$ cat src/rtl/trax_move_parser.sv
// trax_move_parser: parses ASCII Trax moves ("B12\") and colour lines ("-W"/"-B")
// from the UART byte stream into registered, single-cycle output pulses.
module trax_move_parser #(
    parameter int COORD_W        = 10,
    parameter int MAX_ROW_DIGITS = 3
) (
    input  logic                   clk,
    input  logic                   reset,
    input  logic [7:0]             rx_byte,
    input  logic                   rx_valid,
    output logic [2*COORD_W+1:0]   move_out,
    output logic                   move_valid,
    output logic                   color,
    output logic                   color_valid,
    output logic                   parse_error
);
    localparam int CW = $clog2(MAX_ROW_DIGITS + 1);
    localparam logic [CW-1:0] MAX_CNT = CW'(MAX_ROW_DIGITS);

    typedef enum logic [2:0] {IDLE, COLOR, CTERM, ROW0, ROW, TERM, DRAIN} state_t;

    state_t               state, state_n;
    logic [COORD_W-1:0]   col, col_n, row, row_n;
    logic [CW-1:0]        cnt, cnt_n;
    logic [1:0]           tile, tile_n;
    logic                 pend, pend_n, color_n;
    logic [2*COORD_W+1:0] move_n;
    logic                 mv_n, cv_n, pe_n;
    logic                 is_digit, is_nl, is_tile;
    logic [1:0]           tile_code;

    assign is_digit  = rx_byte >= 8'h30 && rx_byte <= 8'h39;
    assign is_nl     = rx_byte == 8'h0A;
    assign tile_code = rx_byte == 8'h2B ? 2'b01 : rx_byte == 8'h2F ? 2'b10 :
                       rx_byte == 8'h5C ? 2'b11 : 2'b00;
    assign is_tile   = tile_code != 2'b00;

    always_comb begin
        state_n = state;
        col_n   = col;
        row_n   = row;
        cnt_n   = cnt;
        tile_n  = tile;
        pend_n  = pend;
        color_n = color;
        move_n  = move_out;
        mv_n    = 1'b0;
        cv_n    = 1'b0;
        pe_n    = 1'b0;
        // carriage returns are invisible in every state
        if (rx_valid && rx_byte != 8'h0D) begin
            case (state)
                IDLE: begin
                    if (rx_byte >= 8'h40 && rx_byte <= 8'h5A) begin
                        col_n   = COORD_W'(rx_byte - 8'h40);
                        state_n = ROW0;
                    end else if (rx_byte == 8'h2D) state_n = COLOR;
                    else if (!is_nl) state_n = DRAIN;
                end
                COLOR: begin
                    pend_n  = rx_byte == 8'h42;
                    state_n = (rx_byte == 8'h42 || rx_byte == 8'h57) ? CTERM : DRAIN;
                end
                CTERM: begin
                    if (is_nl) begin
                        color_n = pend;
                        cv_n    = 1'b1;
                        state_n = IDLE;
                    end else state_n = DRAIN;
                end
                ROW0: begin
                    if (is_digit) begin
                        row_n   = COORD_W'(rx_byte[3:0]);
                        cnt_n   = CW'(1);
                        state_n = ROW;
                    end else state_n = DRAIN;
                end
                ROW: begin
                    if (is_digit && cnt < MAX_CNT) begin
                        row_n = (row << 3) + (row << 1) + COORD_W'(rx_byte[3:0]);
                        cnt_n = cnt + 1'b1;
                    end else if (is_tile) begin
                        tile_n  = tile_code;
                        state_n = TERM;
                    end else state_n = DRAIN;
                end
                TERM: begin
                    if (is_nl) begin
                        move_n  = {tile, col, row};
                        mv_n    = 1'b1;
                        state_n = IDLE;
                    end else state_n = DRAIN;
                end
                default: begin
                    if (is_nl) begin
                        pe_n    = 1'b1;
                        state_n = IDLE;
                    end
                end
            endcase
        end
    end

    always_ff @(posedge clk) begin
        if (reset) begin
            state       <= IDLE;
            col         <= '0;
            row         <= '0;
            cnt         <= '0;
            tile        <= '0;
            pend        <= 1'b0;
            color       <= 1'b0;
            move_out    <= '0;
            move_valid  <= 1'b0;
            color_valid <= 1'b0;
            parse_error <= 1'b0;
        end else begin
            state       <= state_n;
            col         <= col_n;
            row         <= row_n;
            cnt         <= cnt_n;
            tile        <= tile_n;
            pend        <= pend_n;
            color       <= color_n;
            move_out    <= move_n;
            move_valid  <= mv_n;
            color_valid <= cv_n;
            parse_error <= pe_n;
        end
    end
endmodule
$ cat config.mk
export PLATFORM = sky130hd
export DESIGN_NAME = trax_move_parser
export DESIGN_NICKNAME = d
export VERILOG_FILES = /design/src/rtl/trax_move_parser.sv
export SDC_FILE = /design/constraint.sdc
export NUM_CORES = 1
export LEC_CHECK = 0
export CAP_MARGIN = 20
export CELL_PAD_IN_SITES_DETAIL_PLACEMENT = 0
export CELL_PAD_IN_SITES_GLOBAL_PLACEMENT = 1
export CORE_MARGIN = 2
export CORE_UTILIZATION = 42
export DETAILED_ROUTE_END_ITERATION = 8
export PLACE_DENSITY = 0.81
export SKIP_CTS_REPAIR_TIMING = 1
export SYNTH_ARGS = -nofsm -noshare
export SYNTH_HDL_FRONTEND = slang
export SYNTH_SLANG_ARGS = --single-unit
$ cat constraint.sdc
create_clock -name clk -period 4.14 [get_ports clk]
set_clock_uncertainty 0.1 [all_clocks]
set_input_delay 1.242 -clock clk [delete_from_list [all_inputs] [get_ports clk]]
set_output_delay 1.242 -clock clk [all_outputs]
set_load 0.02 [all_outputs]
Word level (Yosys, flattened, before mapping)
Cells that the tools add are included.
{ "word_totals": {"ff_bits": 54, "out_inout_bits": 26, "input_bits": 11, "wordCells": 81} }
{ "op_classes": {"n_lt_le_gt_ge": 5, "add_sub_neg": 4, "bitwise": 4, "n_reduce_logical": 20, "eq_ne": 17, "mux": 20} }
{ "op_table": {"columns": ["op", "n"], "rows": [
  ["equality test 8 x 6 -> 1 bit (second input constant)", 3],
  ["equality test 8 x 7 -> 1 bit (second input constant)", 3],
  ["two-way mux 3 bit", 7],
  ["two-way mux 10 bit", 2],
  ["one-hot mux 10 bit (2 select lines)", 1],
  ["one-hot mux 3 bit (5 select lines)", 1],
  ["two-way mux 2 bit", 7],
  ["AND reduction 4 bit", 3],
  ["adder 10 bit", 1],
  ["adder 10 x 4 -> 10 bit", 1],
  ["AND reduction 3 bit", 3],
  ["subtractor 8 x 7 -> 9 bit (second input constant)", 1],
  ["equality test 8 x 4 -> 1 bit (second input constant)", 1],
  [">= comparator 8 x 6 -> 1 bit (second input constant)", 1],
  [">= comparator 8 x 7 -> 1 bit (second input constant)", 1],
  ["<= comparator 8 x 6 -> 1 bit (second input constant)", 1],
  ["<= comparator 8 x 7 -> 1 bit (second input constant)", 1],
  ["inequality test 8 x 4 -> 1 bit (second input constant)", 1],
  ["OR reduction 8 bit", 1],
  ["equality test 3 x 2 -> 1 bit (second input constant)", 2],
  ["equality test 3 bit (second input constant)", 2],
  ["inequality test 2 bit (second input constant)", 3],
  ["nonzero test 6 bit", 1],
  ["OR reduction 3 bit", 2],
  ["other kinds (13)", 20]
]} }

Logic depth before layout (Yosys ltp)
Gate-level depths: netlist of run 1.
{ "logic_depth": {"word_depth": 8, "mapped_depth": 10, "ltp_nobuf": 9} }

Worst setup path before layout of run 1
Ideal clock, no wire load.
{ "synth_path": {"kind": "in2reg", "startpoint": "input rx_byte[3]", "endpoint": "register row[8]", "path_stages": 9, "path_slack_ns": 0.600, "arrival_ns": 3.310, "setup_time_ns": 0.129, "path_cell_list": "buf_2 -> inv_1 -> fa_1 -> fa_1 -> nand2b_1 -> a21boi_0 -> o21ai_0 -> a311oi_1 -> o41ai_1"} }
{ "synth_between": {"elab_chain_len": 5, "word_cells_on_any_way": 12, "classes_between": "add/sub: 1; order compare: 2; eq/ne: 3; mux: 2; reduce/logical: 4"} }
{ "synth_lines": {"columns": ["item", "line", "source"], "rows": [
  ["from (decl)", "9", "input logic [7:0] rx_byte,"],
  [">= comparator 8 x 6 -> 1 bit / <= comparator 8 x 6 -> 1 bit (equally long branches)", "32", "assign is_digit = rx_byte >= 8'h30 && rx_byte <= 8'h39;"],
  ["logical AND 1 bit", "32", null],
  ["logical AND 1 bit", "79", "if (is_digit && cnt < MAX_CNT) begin"],
  ["inequality test 2 bit (no source line)", null, null],
  ["AND reduction 4 bit (no source line)", null, null],
  ["to (signal assigned)", "120", "row <= row_n;"],
  ["to (decl)", "23", "logic [COORD_W-1:0] col, col_n, row, row_n;"]
]} }
Several ways; a longest one is shown, not always the timed one. The select of a mux whose other input is x is not followed.
A chain may end at the register's enable or synchronous reset.

Worst setup path after layout of run 1
Same ends and word-level chain as after synthesis.

==> summary.md, run 1 <==
| Metric | Value |
|---|---|
| Buf/Inv on CP | `2` |
| Most frequent cell on the critical path | `fa_1` |
| Die area | `7450 µm²` |
| Initial Utilization | `44.1%` |
| 1st-iter DRT viols | `217` |
| Routed Antenna Nets | `0` |
| Slew Viols, Final | `0` |
| Max-cap viol count | `0` |
| Dominant cell type by area after synthesis | `dfxtp_1` |
| Status | `completed` |
| Core box area | `6460 µm²` |
| Most numerous cell in the Yosys netlist | `dfxtp_1` |
| DRT Pass-1 Iters | `4` |
| Initial antenna violation count | `0` |
| Final setup vio count | `0` |
| Fin nets | `391` |
| Crit end category | `register` |
| Die height | `86.3 µm` |
| GR Util met1 | `27.7%` |
| DRC | `0` |
| Die width | `86.3 µm` |
| Detailed Place HPWL | `4930 µm` |
| M2 GR Usage | `28.8%` |
| CTS buffer count | `5` |
| Yosys warnings | `0` |
| Crit-path cells | `clkdlybuf4s50_1 > inv_1 > fa_1 > fa_1 > nand2b_1 > a21boi_0 > o21ai_0 > a311oi_1 > o41ai_1` |
| P&R area growth vs syn | `20.8%` |
| Worst-Margin Slew | `0.949 ns` |
| Grt ovf | `0` |
| I/O Pins | `37` |
| Most frequent cells after synthesis | `52 x dfxtp_1, 44 x nor2_1, 30 x mux2i_1` |
| Fmax | `0.261 GHz` |
| Slew headroom | `36.3%` |
| Min-delay src | `cnt[1]$_SDFFE_PP0P_` |
| Crit-path max cell delay | `0.53 ns` |
| Rows | `29` |
| Syn_nets | `354` |
| Crit-path slowest cell | `fa_1` |
| HP Class | `reg -> reg` |
| Hold Fails Final Rpt | `0` |
| EDFF count, synth | `0` |
| Top delay family on crit path | `adder cells` |
| CP Class | `in -> reg` |
| Met3 Use GR | `4.57%` |
| Setup ws final | `0.306 ns` |
| Clk buf depth | `2` |
| Synth top area share | `36.6%` |
| Leak | `1.47 nW` |
| Vias per inst | `5.54` |
| Syn_area_per_cell | `8.81 µm²` |
| Clock-pin slew on the worst setup and hold paths | `0.09 ns` |
| Setup TNS | `0 ns` |
| Tmin final | `3.83 ns` |
| Layout cells sized above 1 | `8.31%` |
| Vias in the first global route | `2288` |
| H-tree Lvls | `2` |
| FF+latch area | `1040 µm²` |
| RR Startpoint | `row[2]$_SDFFE_PP0P_` |
| Largest net degree at the start of global routing | `31` |
| CTS tree | `built` |
| Global Route Usage Sum | `19.2%` |
| Mapped Cells | `323` |
| Asr flop ratio synth | `0%` |
| Global-route wire length before repair | `11400 µm` |
| Routed len/inst | `15.7 µm` |
| GPL Wtd Cong | `0.881` |
| IO buf count | `36` |
| Detailed Route WL | `6880 µm` |
| Post-Layout Cell Count | `438` |
| Top fanout value on the critical path | `3` |
| Largest cells by area after synthesis | `dfxtp_1 37%, mux2i_1 11%, ha_1 7.9%` |
| RSZ-0062 raised after global routing | `no` |
| Clock Latency Late Sink | `0.31 ns` |
| Peak supply drop | `0.192 mV` |
| Worst setup path start | `rx_byte[3]` |
| # fillers | `602` |
| Mapped Area | `2850 µm²` |
| Multi-input gate area | `1640 µm²` |
| Most used routing layer | `met2` |
| DR vias | `2427` |
| Sequential share of the synthesized area | `36.6%` |
| Clock root buffer | `clkbuf_8` |
| Ys flop type | `dfxtp_1` |
| R2R setup slack | `1.39 ns` |
| Pwr Density | `309 nW/µm²` |
| Req. time, crit path | `4.22 ns` |
| Pre-CTS WS | `0.0230 ns` |
| Placed insts | `429` |
| Clk sinks | `52` |
| Period utilization | `92.6%` |
| Post-synth cell types | `55` |
| Yosys reg bits | `52` |
| Critical Path AT | `3.92 ns` |
| Startpoint Class | `primary input` |
| N_diodes | `0` |
flip-flops by register name, indices dropped and copies added, names as in the netlist:
| name | flops |
|---|---|
| col | 9 |
| cnt | 2 |
| color_valid | 1 |
| move_valid | 1 |
| pend | 1 |
| move_out | 21 |
| color | 1 |
| parse_error | 1 |
| tile | 2 |
| state | 3 |
| row | 10 |
layer usage:
layer / vias up / wire, µm
met2: 88 / 2910
met3: 4 / 445
met1: 1098 / 3470
met4: 0 / 46
met5: - / 0
li1: 1237 / -
final cells by class:
cell class,count,share of cell area (%)
sequential,52,30.3
multi-input combinational,233,47.8
timing repair buffer,51,13.6
inverter,17,1.86
clock inverter,1,0.873
clock buffer,7,2.80
tap,77,2.80
worst paths after layout:
kind                               to  cells after the start
setup / recovery  row[8]$_SDFFE_PP0P_                      9
hold / removal    cnt[1]$_SDFFE_PP0P_                      2
setup reg to reg  row[8]$_SDFFE_PP0P_                      8
hold reg to reg   cnt[1]$_SDFFE_PP0P_                      2
stage by stage:
| step | power (mW) | util [%] | hold WS (ns) | cell area (µm²) |
|---|---|---|---|---|
| after floorplan | 0.643 | - | 0.336 | 2850 |
| after global placement | 0.691 | 51.2 | 0.344 | 3300 |
| after detailed placement | 0.687 | 51.2 | 0.351 | 3300 |
| after CTS | 1.07 | 53.1 | 0.365 | 3430 |
| after global routing | 1.11 | 53.2 | 0.399 | 3440 |
| final | 1.06 | 53.2 | 0.360 | 3440 |
worst min-delay path: cells and delay by family (launching register included):
kind / cells / cell delay (ns)
AO/OA/AOI/OAI: 1 / 0.05
flip-flops: 1 / 0.32
AND/OR/NAND/NOR: 1 / 0.05
cells in the final DEF (no fill, tap or decap), types with 6 or more instances in the layout:
master / n
a21oi_1: 15
o21ai_0: 6
inv_1: 17
a211oi_1: 7
mux2i_1: 30
ha_1: 18
clkdlybuf4s50_1: 35
clkbuf_8: 7
or3_1: 7
nand3_1: 9
buf_4: 14
dfxtp_1: 52
nor3_1: 6
nor2_1: 44
nand2_1: 22
power by group:
group | total (mW) | switching [mW] | internal, mW
registers | 0.527 | 0.0166 | 0.510
logic | 0.153 | 0.0915 | 0.0616
clock network | 0.381 | 0.168 | 0.213
total | 1.06 | 0.276 | 0.785
kinds of logic (layout without fill, tap and decap cells):
group	count (synthesis)	count (layout)	synth area share, %
adders and majority gates	20	20	9.32
buffers and inverters	38	76	5.67
and+or+nand+nor	122	122	22.2
DFF	52	52	36.6
AOI/OAI and AO/OA	57	57	14.4
muxes	30	30	10.6
xor gates and xnor gates	4	4	1.23
Note: power is estimated with default switching activity, not from simulation.
==> run 2, diff against run 1 <==
- CORE_ASPECT_RATIO: not set -> 1.75
==> run 2 against run 1 <==
Fmax up 0.98%. Die area up 0.35%. Worst hold slack better by 0.0038 ns. Non-clock buffer count up 1. Sequential cell count unchanged. Combinational power about the same. Sequential power about the same. Critical path type unchanged. Largest power group unchanged.
==> summary.md, run 2 (synthesis gave the netlist of run 1 again) <==
| Metric | Value |
|---|---|
| N_diodes | `0 (unchanged)` |
| Max reg flops | `21 (unchanged)` |
| Most flops, register | `move_out` |
| Pwr Density | `320 nW/µm² (+3.8%)` |
| Vias per inst | `5.57 (+0.44%)` |
| Layout cells sized above 1 | `8.56% (+0.25 points)` |
| Initial Utilization | `43.5% (-0.54 points)` |
| Hold Slack | `0.364 ns (+0.00382 ns)` |
| Detailed Route WL | `7230 µm (+5.2%)` |
| Period utilization | `91.7% (-0.90 points)` |
| Clock root buffer | `clkbuf_16` |
| Total Power | `1.11 mW (+4.9%)` |
| IO buf count | `36 (unchanged)` |
| I/O Pins | `37 (unchanged)` |
| Hold Fails Final Rpt | `0 (unchanged)` |
| Post-DP Area | `3320 µm² (+0.42%)` |
| Routed len/inst | `16.3 µm (+3.8%)` |
| Slew headroom | `33.9% (-2.4 points)` |
| Global Route Usage Sum | `20.8% (+1.6 points)` |
| Startpoint Class | `primary input` |
| DR vias | `2471 (+1.8%)` |
| Max-cap viol count | `0 (unchanged)` |
| Vias in the first global route | `2387 (+4.3%)` |
| Detailed Place HPWL | `5380 µm (+9.1%)` |
| Fin nets | `392 (+0.26%)` |
| Largest net degree at the start of global routing | `33 (+6.5%)` |
| Final setup vio count | `0 (unchanged)` |
| GPL Wtd Cong | `0.868 (-1.5%)` |
| Status | `completed` |
| CTS tree | `built` |
| HP Class | `reg -> reg` |
| Slew Viols, Final | `0 (unchanged)` |
| Fmax | `0.263 GHz (+0.98%)` |
| Die width | `66.2 µm (-23%)` |
| Top fanout value on the critical path | `3 (unchanged)` |
| Critical Path AT | `3.87 ns (-0.05 ns)` |
| Die area | `7470 µm² (+0.35%)` |
| Biggest regs | `move_out (21), row (10), col (9)` |
| Worst-Margin Slew | `0.984 ns (+0.0355 ns)` |
| Initial antenna violation count | `0 (unchanged)` |
| 1st-iter DRT viols | `192 (-12%)` |
| Clk buf depth | `2 (unchanged)` |
| Final core utilization | `53.1% (-0.097 points)` |
| Setup TNS | `0 ns (unchanged)` |
| H-tree Lvls | `2 (unchanged)` |
| Tmin final | `3.80 ns (-0.0373 ns)` |
| Clk sinks | `52 (unchanged)` |
| Peak supply drop | `0.240 mV (+25%)` |
| Die height | `113 µm (+31%)` |
| DRC | `0 (unchanged)` |
| Clock Latency Late Sink | `0.30 ns (about the same)` |
| R2R setup slack | `1.40 ns (about the same)` |
| P&R area growth vs syn | `22.1%` |
| Global-route wire length before repair | `11900 µm (+4.6%)` |
| Leak | `1.48 nW (+0.50%)` |
| Final instance area | `3470 µm² (+1.1%)` |
| Rows | `39 (+34%)` |
| CTS buffer count | `5 (unchanged)` |
| Core box area | `6540 µm² (+1.2%)` |
| Clock-pin slew on the worst setup and hold paths | `0.07 ns (-0.02 ns)` |
| Most common library cell in the layout ignoring fill and taps | `dfxtp_1` |
| Routed Antenna Nets | `0 (unchanged)` |
| Crit end category | `register` |
| RSZ-0062 raised after global routing | `no` |
| Grt ovf | `0 (unchanged)` |
| Most frequent cells in the layout | `52 x dfxtp_1, 44 x nor2_1, 35 x clkdlybuf4s50_1` |
| DRT Pass-1 Iters | `4 (unchanged)` |
| CP Class | `in -> reg` |
| Req. time, crit path | `4.21 ns (about the same)` |
run 2: per-stage QoR:
step / setup slack (ns) / cells
after global placement: 0.0416 / 435
after global routing: 0.127 / 444
after CTS: 0.326 / 443
after floorplan: 0.600 / 323
after detailed placement: 0.0186 / 435
final: 0.343 / 444
run 2: final timing paths:
kind,startpoint,endpoint,cells past startpoint
worst max-delay path,rx_byte[3],row[8]$_SDFFE_PP0P_,9
worst min-delay path,cnt[1]$_SDFFE_PP0P_,cnt[1]$_SDFFE_PP0P_,2
worst max register to register,row[0]$_SDFFE_PP0P_,row[8]$_SDFFE_PP0P_,8
worst min register to register,cnt[1]$_SDFFE_PP0P_,cnt[1]$_SDFFE_PP0P_,2
run 2: power breakdown:
part	total (mW)	switching [mW]	internal [mW]	leakage, nW
clock	0.428	0.200	0.228	0.0680
sequential	0.529	0.0188	0.510	0.420
combinational	0.156	0.0941	0.0622	0.994
total	1.11	0.313	0.801	1.48
run 2: critical path, cell delays in order:
cell and delay, ns:
clkdlybuf4s50_1 0.48, inv_1 0.10, fa_1 0.53, fa_1 0.44
nand2b_1 0.16, a21boi_0 0.30, o21ai_0 0.17, a311oi_1 0.34
o41ai_1 0.10
run 2: area by class of cell:
type / instances / area, µm²
clock inverter: 3 / 26.3
clock buffer: 5 / 125
multi-input combinational: 233 / 1640
inverter: 17 / 63.8
timing repair buffer: 52 / 473
sequential: 52 / 1040
fill: 634 / 3060
tap: 82 / 103
run 2: per-layer routing:
metal	part of all wire (%)	wire, µm	vias to the layer above	track usage [%]
met5	0	0	-	0
met4	4.0	292	0	10.9
met3	2.6	191	17	3.48
met2	52	3790	51	34.9
met1	41	2960	1164	24.8
li1	-	-	1239	-
